===== src/rtl/uart_pkg.sv =====
// Shared UART definitions: receiver state encoding, bit-period helper and the
// ASCII codes the downstream colour command parser matches against.
package uart_pkg;

    typedef enum logic [2:0] {
        ST_WAIT_IDLE = 3'd0,
        ST_IDLE      = 3'd1,
        ST_START     = 3'd2,
        ST_DATA      = 3'd3,
        ST_STOP      = 3'd4
    } rx_state_t;

    function automatic int clks_per_bit(input int clk_freq, input int baud);
        return clk_freq / baud;
    endfunction

    localparam logic [7:0] ASCII_LF    = 8'h0A;
    localparam logic [7:0] ASCII_CR    = 8'h0D;
    localparam logic [7:0] ASCII_SPACE = 8'h20;
    localparam logic [7:0] ASCII_ZERO  = 8'h30;
    localparam logic [7:0] ASCII_NINE  = 8'h39;
    localparam logic [7:0] ASCII_B     = 8'h62;
    localparam logic [7:0] ASCII_G     = 8'h67;
    localparam logic [7:0] ASCII_R     = 8'h72;

endpackage


===== src/rtl/bit_synchronizer.sv =====
// Two-flop synchroniser for asynchronous single-bit inputs (serial lines, buttons).
// Both flops take RESET_VALUE so the output holds the line's idle level in reset.
module bit_synchronizer #(
    parameter bit RESET_VALUE = 1'b1
) (
    input  logic clk,
    input  logic reset,
    input  logic d,
    output logic q
);

    logic meta;

    always_ff @(posedge clk) begin
        if (reset) begin
            meta <= RESET_VALUE;
            q    <= RESET_VALUE;
        end else begin
            meta <= d;
            q    <= meta;
        end
    end

endmodule


===== src/rtl/uart_rx_byte.sv =====
// 8N1 UART receiver: mid-bit sampling of the synchronised rx line, one-cycle
// valid strobe per good byte and one-cycle framing_error pulse on a bad stop bit.
module uart_rx_byte
    import uart_pkg::*;
#(
    parameter int CLK_FREQ = 100_000_000,
    parameter int BAUD     = 115200
) (
    input  logic       clk,
    input  logic       reset,
    input  logic       rx,
    output logic [7:0] uart_data,
    output logic       uart_data_valid,
    output logic       framing_error,
    output logic       rx_busy
);

    localparam int CLKS_PER_BIT = clks_per_bit(CLK_FREQ, BAUD);
    localparam int HALF_BIT     = CLKS_PER_BIT / 2;
    localparam int CW           = $clog2(CLKS_PER_BIT);

    localparam logic [CW-1:0] LAST_BIT  = CW'(CLKS_PER_BIT - 1);
    localparam logic [CW-1:0] LAST_HALF = CW'(HALF_BIT - 1);

    generate
        if (CLKS_PER_BIT < 4) begin : g_bad_baud
            $error("uart_rx_byte: CLK_FREQ/BAUD must be at least 4");
        end
    endgenerate

    logic          rx_s;
    rx_state_t     state, state_next;
    logic [CW-1:0] cnt, cnt_next;
    logic [2:0]    idx, idx_next;
    logic [7:0]    shift, shift_next;
    logic [7:0]    data_next;
    logic          valid_next, ferr_next;

    bit_synchronizer #(.RESET_VALUE(1'b1)) u_rx_sync (
        .clk   (clk),
        .reset (reset),
        .d     (rx),
        .q     (rx_s)
    );

    always_ff @(posedge clk) begin
        if (reset) begin
            state           <= ST_WAIT_IDLE;
            cnt             <= '0;
            idx             <= '0;
            shift           <= '0;
            uart_data       <= '0;
            uart_data_valid <= 1'b0;
            framing_error   <= 1'b0;
        end else begin
            state           <= state_next;
            cnt             <= cnt_next;
            idx             <= idx_next;
            shift           <= shift_next;
            uart_data       <= data_next;
            uart_data_valid <= valid_next;
            framing_error   <= ferr_next;
        end
    end

    always_comb begin
        state_next = state;
        cnt_next   = cnt;
        idx_next   = idx;
        shift_next = shift;
        data_next  = uart_data;
        valid_next = 1'b0;
        ferr_next  = 1'b0;

        unique case (state)
            // A full bit time of continuous idle is required before a start
            // bit is trusted, so a reset mid-frame or a break cannot misframe.
            ST_WAIT_IDLE: begin
                if (!rx_s) begin
                    cnt_next = '0;
                end else if (cnt == LAST_BIT) begin
                    cnt_next   = '0;
                    state_next = ST_IDLE;
                end else begin
                    cnt_next = cnt + 1'b1;
                end
            end
            ST_IDLE: begin
                if (!rx_s) begin
                    cnt_next   = '0;
                    state_next = ST_START;
                end
            end
            ST_START: begin
                if (cnt == LAST_HALF) begin
                    cnt_next = '0;
                    if (!rx_s) begin
                        idx_next   = '0;
                        state_next = ST_DATA;
                    end else begin
                        state_next = ST_IDLE;
                    end
                end else begin
                    cnt_next = cnt + 1'b1;
                end
            end
            ST_DATA: begin
                if (cnt == LAST_BIT) begin
                    cnt_next   = '0;
                    shift_next = {rx_s, shift[7:1]};
                    idx_next   = idx + 1'b1;
                    if (idx == 3'd7) begin
                        state_next = ST_STOP;
                    end
                end else begin
                    cnt_next = cnt + 1'b1;
                end
            end
            // Returning to IDLE at the stop-bit midpoint leaves half a bit of
            // margin to catch a back-to-back start bit.
            ST_STOP: begin
                if (cnt == LAST_BIT) begin
                    cnt_next = '0;
                    if (rx_s) begin
                        data_next  = shift;
                        valid_next = 1'b1;
                        state_next = ST_IDLE;
                    end else begin
                        ferr_next  = 1'b1;
                        state_next = ST_WAIT_IDLE;
                    end
                end else begin
                    cnt_next = cnt + 1'b1;
                end
            end
            default: begin
                state_next = ST_WAIT_IDLE;
            end
        endcase
    end

    assign rx_busy = (state != ST_IDLE);

endmodule


===== config.mk =====
export PLATFORM = sky130hd
export DESIGN_NAME = uart_rx_byte
export DESIGN_NICKNAME = d
export VERILOG_FILES = /design/src/rtl/uart_pkg.sv /design/src/rtl/bit_synchronizer.sv /design/src/rtl/uart_rx_byte.sv
export SDC_FILE = /design/constraint.sdc
export NUM_CORES = 1
export LEC_CHECK = 0
export BUFFER_PORTS_ARGS = -buffer_cell sky130_fd_sc_hd__buf_2
export CAP_MARGIN = 20
export CORE_AREA = 2 2 68 63
export CTS_BUF_LIST = sky130_fd_sc_hd__clkbuf_8
export DETAILED_ROUTE_END_ITERATION = 7
export DIE_AREA = 0 0 70 65
export GPL_TIMING_DRIVEN = 0
export PLACE_DENSITY = 0.8
export REMOVE_ABC_BUFFERS = 1
export SLEW_MARGIN = 10
export SYNTH_ARGS = -nofsm -noshare
export SYNTH_HDL_FRONTEND = slang
export SYNTH_SLANG_ARGS = --single-unit

===== constraint.sdc =====
create_clock -name clk -period 1.8 [get_ports clk]
set_input_delay 0.54 -clock clk [delete_from_list [all_inputs] [get_ports clk]]
set_output_delay 0.54 -clock clk [all_outputs]
set_load 0.005 [all_outputs]

==> impl_metrics.ini, run 1 <==
[timing]
finalSetupTns_ns = 0
fin_crit_ns = 1.75
clock.fmax_mhz = 571
max-slew-margin-rel_pct = 53.7
final.setup_skew_ns = 0.0108
timing.hold.ws_ns = 0.411
final.period_utilization_pct = 97.2
tightest_slew_ns = 0.695
final-hold-violation-count = 0
setup_viol = 0
rsz0062_at_grt = true
drv_slew = 0

[clock_tree]
clk_pin_slew_ns = 0.07
clk_latency_ns = 0.28
htree_levels = 2
cts_tree = yes
cts.path.max_buffers = 2
cts_sinks = 36
cts_buffers = 5
root_buffer = clkbuf_8

[global_route]
grt_pass1_vias = 1445
antenna_found_initial = 0
grt_max_degree = 38
grt_overflow = 0
gr-usage-all-layers_pct = 17.5
grt_pass1_wl_um = 6470

[floorplan]
rows = 22
die_h_um = 65
die-area_sq_um = 4550
initial_core_util_pct = 47.3
core_area_sq_um = 3910
die_w_um = 70
ioPinCount = 14

[power_and_ir_drop]
p_sw_uw = 495
clockPowerShare_pct = 32.4
combPwrFrac_pct = 17.3
p_seq_share_pct = 50.3
power.internal_uw = 1230
swShare_pct = 28.7
ir_drop_v = 0.000622
powerDensity_nw_per_um2 = 804
p_leak_uw = 0.000859

[run]
maxCapViolations = 0

[synth]
synth_seq_cells = 36
synth_cell_types = 47
netlist.area_leader.share_pct = 38.9
synth_ff_type = dfxtp_1
synth_edf_count = 0
postSynthCellCount = 208
synth_area_leader_cell = dfxtp_1
ys_warn_count = 0
avgSynthCellArea_sq_um = 8.90
ys_seq_area_share_pct = 38.9
netlist_top_cells_count = 36 x dfxtp_1, 21 x nand2_1, 21 x nand3_1, 18 x nor2_1, 11 x a21oi_1
ys_top_cells_by_area = dfxtp_1 39%, nand3_1 5.7%, mux2i_1 4.9%
syn-cell-area_sq_um = 1850
yosysMostFrequentCell = dfxtp_1
async_flop_share_pct = 0

[drt]
wl_per_cell_um = 13.8
finalWirelength_um = 3770
vias_per_cell = 5.54
dr_total_vias = 1519
drt-pass1-iter-count = 4
drc_errors = 0
dr.first_iter.drc_count = 66
ant_nets = 0

[placed_design]
port-buffer-count = 13
post_dp_cell_area_sq_um = 1860
finalWeightedCongestion = 0.723
dp_hpwl_um = 2310

[worst_setup_path]
path_cells = and3b_2 -> a211oi_2 -> o21ai_4 -> buf_12 -> a22oi_1 -> a21oi_1
path_class = flip-flop to flip-flop
cp_max_fo = 17
arrival_ns = 1.89
critPathMaxStageDelay_ns = 0.42
slowest_stage = dfxtp_2
worst-path-buf-inv = 1
cp-start-kind = flip-flop
required_ns = 1.94
end_kind = flip-flop
cp_top_family = compound AO/OA/AOI/OAI gates

[outcome]
status = finished, final reports clean

[layout]
num-fill-cells = 353
drive_above_1_share_pct = 30.5
area_growth_pct = 15.8
design_area_sq_um = 2140
layout.nets = 232
antenna_cells = 0

[hold_path]
hold_path.class = flip-flop to flip-flop
==> what timing repair did <==
item | 4_1_cts | 5_1_grt
setup buffers | 8 | 5
pin swaps | 4 | 5
resized for setup | 11 | 9
hold buffers | 0 | 0
setup endpoints to repair | 35 | 27
==> final timing paths <==
| check | startpoint | to | slack [ns] | depth (start not counted) |
|---|---|---|---|---|
| worst max-delay path | state[2] | cnt[9] | 0.05 | 6 |
| worst min-delay path | u_rx_sync.meta | u_rx_sync.q | 0.41 | 1 |
| worst max register to register | state[2] | cnt[9] | 0.05 | 6 |
| worst min register to register | u_rx_sync.meta | u_rx_sync.q | 0.41 | 1 |
==> metal layers <==
layer / track usage, % / up-vias / share of wire, %
li1: - / 766 / -
met1: 20.3 / 723 / 43
met3: 3.73 / 6 / 3.0
met4: 4.09 / 0 / 2.0
met5: 0 / - / 0
met2: 33.0 / 24 / 52
==> power groups by stage <==
| stage | Combinational [uW] | Sequential [uW] | Clock [uW] |
|---|---|---|---|
| floorplan | 168 | 863 | 0 |
| global placement | 213 | 869 | 0 |
| detailed placement | 218 | 872 | 0 |
| CTS | 255 | 861 | 568 |
| global route | 326 | 871 | 599 |
| finish | 298 | 867 | 558 |
==> through the flow <==
stage | total power, uW | worst slack [ns] | cells | util [%]
2_1_floorplan | 1030 | -0.427 | 192 | -
3_3_place_gp | 1080 | -0.857 | 253 | 47.7
3_5_place_dp | 1090 | -0.973 | 253 | 47.7
4_1_cts | 1680 | 0.00205 | 269 | 53.0
5_1_grt | 1800 | -0.0321 | 274 | 54.8
6_report | 1720 | 0.0499 | 274 | 54.8
==> cell type report <==
class                   instances  area, sq um  area share, %
clock buffers                   5         68.8           3.21
clock inverters                 3         18.8          0.876
inverters                       5         18.8          0.876
flip-flops and latches         36          733           34.2
multi-input cells             151         1050           49.1
repair buffers                 26          191           8.94
well taps                      48         60.1           2.80
==> flip-flops by register name (all words and copies together), names as in the netlist <==
name and count:
cnt 10, framing_error 1, idx 3, shift 8, state 3, u_rx_sync.meta 1
u_rx_sync.q 1, uart_data 8, uart_data_valid 1
==> cells in the final DEF, fill, tap and decap left out, types with 2 or more instances in the layout <==
cell / netlist / routed
a21oi_1: 11 / 11
a22oi_1: 2 / 2
a31oi_1: 6 / 6
and2_1: 2 / 2
buf_12: 1 / 2
buf_2: 2 / 13
buf_4: 5 / 10
clkbuf_8: 0 / 5
clkinv_2: 0 / 2
dfxtp_1: 36 / 30
dfxtp_2: 0 / 4
dfxtp_4: 0 / 2
ha_1: 4 / 3
inv_1: 5 / 5
mux2i_1: 9 / 9
nand2_1: 21 / 21
nand2_2: 5 / 5
nand2b_1: 4 / 4
nand3_1: 21 / 21
nand4_1: 4 / 4
nor2_1: 18 / 17
nor3_1: 7 / 7
nor3b_1: 3 / 2
o22ai_1: 2 / 2
or2_2: 4 / 4
==> worst reg2reg max path, stage by stage, from the launching register on <==
cell	delay [ns]
dfxtp_2	0.42
and3b_2	0.34
a211oi_2	0.33
o21ai_4	0.11
buf_12	0.17
a22oi_1	0.15
a21oi_1	0.08
==> kinds of logic after synthesis <==
logic type	synth area share, %
XOR/XNOR	0.473
AO/OA/AOI/OAI	14.7
AND/OR/NAND/NOR	30.4
multiplexers	5.68
adder cells (fa/ha/maj)	2.70
flip-flops	38.9
buffers and inverters	7.10
Note: power is estimated with default switching activity, not from simulation.
==> run 2: changes to the inputs <==
ABC_AREA = 1   (was not set)
CORE_AREA = 2 2 66 62   (was 2 2 68 63)
DIE_AREA = 0 0 68 64   (was 0 0 70 65)
==> run 2 against run 1 <==
Count of clock-buffer cells in the layout did not move. Setup slack improved by 0.074 ns. Utilization fell by 0.35 points. Largest power group unchanged. Largest cell class unchanged. Critical path type unchanged.
==> impl_metrics.ini, run 2 <==
[outcome]
status = finished, final reports clean

[hold_path]
hold_depth = 1
hold_path.class = flip-flop to flip-flop
min_from = u_rx_sync.meta
min_to = u_rx_sync.q

[floorplan]
die_w_um = 68
die_h_um = 64
rows = 21
core_area_sq_um = 3630
die-area_sq_um = 4350
ioPinCount = 14
initial_core_util_pct = 48.7

[synth]
synth_edf_count = 0
synth_xor_area_share_pct = 1.49
yosys.area_share.adder_pct = 2.84
synth_cell_types = 32
synth-simple-area-share_pct = 36.4
synth_seq_cells = 36
synth_ff_type = dfxtp_1
ys_warn_count = 0
synth_top_family_by_area = simple AND/OR/NAND/NOR gates
netlist.area_leader.share_pct = 40.9
async_flop_share_pct = 0
avgSynthCellArea_sq_um = 7.11
synth_area_leader_cell = dfxtp_1
yosysMostFrequentCell = nand2_1
synth.area.mux_share_pct = 0
syn-cell-area_sq_um = 1760
ys_seq_area_share_pct = 40.9
ys_top_cells_by_area = dfxtp_1 41%, nand2_1 11%, nand3_1 7.7%
synth_compound_area_share_pct = 11.1
postSynthCellCount = 248
netlist_top_cells_count = 54 x nand2_1, 36 x dfxtp_1, 32 x nor2_1, 27 x nand3_1, 23 x a21oi_1

[power_and_ir_drop]
power.internal_uw = 1090
p_seq_share_pct = 56.9
p_leak_uw = 0.000857
ir_drop_v = 0.000277
combPwrFrac_pct = 3.3
p_sw_uw = 342
clockPowerShare_pct = 39.7
powerDensity_nw_per_um2 = 726
swShare_pct = 23.9

[worst_setup_path]
end_kind = flip-flop
cp-start-kind = flip-flop
critPathMaxStageDelay_ns = 0.36
path_cells = ha_2 -> nand2_1 -> nor2_2 -> nand3_4 -> nand2_1 -> nand2_1 -> nand2_1 -> nand2_2 -> nand2_2 -> nor2_1
required_ns = 1.99
slowest_stage = dfxtp_2
rr_worst_depth = 10
path_class = flip-flop to flip-flop
r2r-start = cnt[0]
cp_top_family = simple AND/OR/NAND/NOR gates
arrival_ns = 1.87
reg2reg_to = cnt[5]
path_common_cell = nand2_1
r2r_slack_ns = 0.12
worst-path-buf-inv = 0
cp_max_fo = 8

[timing]
max-slew-margin-rel_pct = 72.0
setup_ws_ns = 0.123
clock.fmax_mhz = 596
final-hold-violation-count = 0
setup_viol = 0
final.setup_skew_ns = 0.00551
tightest_slew_ns = 0.420
final.period_utilization_pct = 93.1
rsz0062_at_grt = true
drv_slew = 0
timing.hold.ws_ns = 0.412
fin_crit_ns = 1.68

[layout]
reg_top3 = cnt x10, shift x8, uart_data x8
final_common_cell = nand2_1
layout_common_cells = 54 x nand2_1, 33 x dfxtp_1, 31 x nor2_1
largest_reg_flops = 10
num-fill-cells = 356
antenna_cells = 0
layout.nets = 271
multi_input_area_sq_um = 926
area_growth_pct = 11.9
design_area_sq_um = 1970
regMostFlops = cnt
seq_area_sq_um = 724
drive_above_1_share_pct = 20.8

[global_route]
antenna_found_initial = 0
grt_pass1_wl_um = 6020
gr-usage-all-layers_pct = 18.4
grt_pass1_vias = 1385
grt_overflow = 0
grt_max_degree = 25

[drt]
dr.first_iter.drc_count = 103
vias_per_cell = 5.11
ant_nets = 0
drc_errors = 0
dr_total_vias = 1589
finalWirelength_um = 3540
drt-pass1-iter-count = 4
wl_per_cell_um = 11.4

[run]
maxCapViolations = 0

[placed_design]
dp_slack_ns = 0.0355
post_dp_cell_area_sq_um = 1860
finalWeightedCongestion = 0.859
dp_hpwl_um = 2360
port-buffer-count = 13

[clock_tree]
postCtsHoldBufs = 0
cts_sinks = 36
clk_pin_slew_ns = 0.07
cts_tree = yes
cts_buffers = 5
cts.path.max_buffers = 2
htree_levels = 2
clk_latency_ns = 0.30
root_buffer = clkbuf_8
-- run 2: cell count changes in the layout (fill, tap and decap cells not counted), moves of 9 or more --
cell	previous run	this run
nand2_1	21	54
nor2_1	17	31
inv_2	0	9
inv_1	5	14
a21oi_1	11	23
mux2i_1	9	0
-- run 2: power groups by stage --
stage / combinational, uW / sequential, uW / clock (uW)
6_report: 47.6 / 816 / 570
2_1_floorplan: 31.3 / 830 / 0
3_5_place_dp: 47.3 / 832 / 0
5_1_grt: 55.4 / 817 / 620
3_3_place_gp: 46.3 / 832 / 0
4_1_cts: 47.4 / 814 / 585
-- run 2: layout make-up --
cell class,count,share of cell area (%)
multi-input cells,181,46.9
flip-flops and latches,36,36.7
inverters,25,5.01
repair buffers,15,4.06
clock buffers,5,3.49
well taps,46,2.92
clock inverters,3,0.951
-- run 2: kinds of logic (layout without fill, tap and decap cells) --
kind of cell	count (synthesis)	count (layout)
buffers and inverters	31	48
and+or+nand+nor	137	137
adders and majority gates	4	4
DFF	36	36
xor gates and xnor gates	3	3
AOI/OAI and AO/OA	37	37
-- run 2: worst max path at each step --
stage                startpoint            to  slack (ns)  depth (start not counted)
floorplan                cnt[0]        idx[0]        0.34                         10
global placement         cnt[0]  uart_data[7]        0.06                          8
detailed placement  u_rx_sync.q        cnt[2]        0.04                          6
CTS                      cnt[0]  uart_data[4]       0.003                          8
global route             cnt[0]        idx[0]       -0.02                         10
finish                   cnt[0]        cnt[5]        0.12                         10
-- run 2: stage by stage --
step                      total power, uW  util (%)  TNS, ns  instances
after floorplan                       861         -        0        242
after global placement                878      51.2        0        301
after detailed placement              880      51.2        0        301
after CTS                            1450      53.6        0        309
after global routing                 1490      54.5  -0.0423        311
final                                1430      54.5        0        311
-- run 2: repair_timing --
action | 4_1_cts | 5_1_grt
gates resized for setup | 0 | 6
setup endpoints to repair | 0 | 23
buffers inserted | 0 | 2
-- run 2: per-layer routing --
layer,vias to the layer above,track usage (%),part of all wire (%)
li1,840,-,-
met1,700,24.7,50
met2,41,26.0,42
met3,8,5.63,4.8
met4,0,10.3,3.2
met5,-,0,0
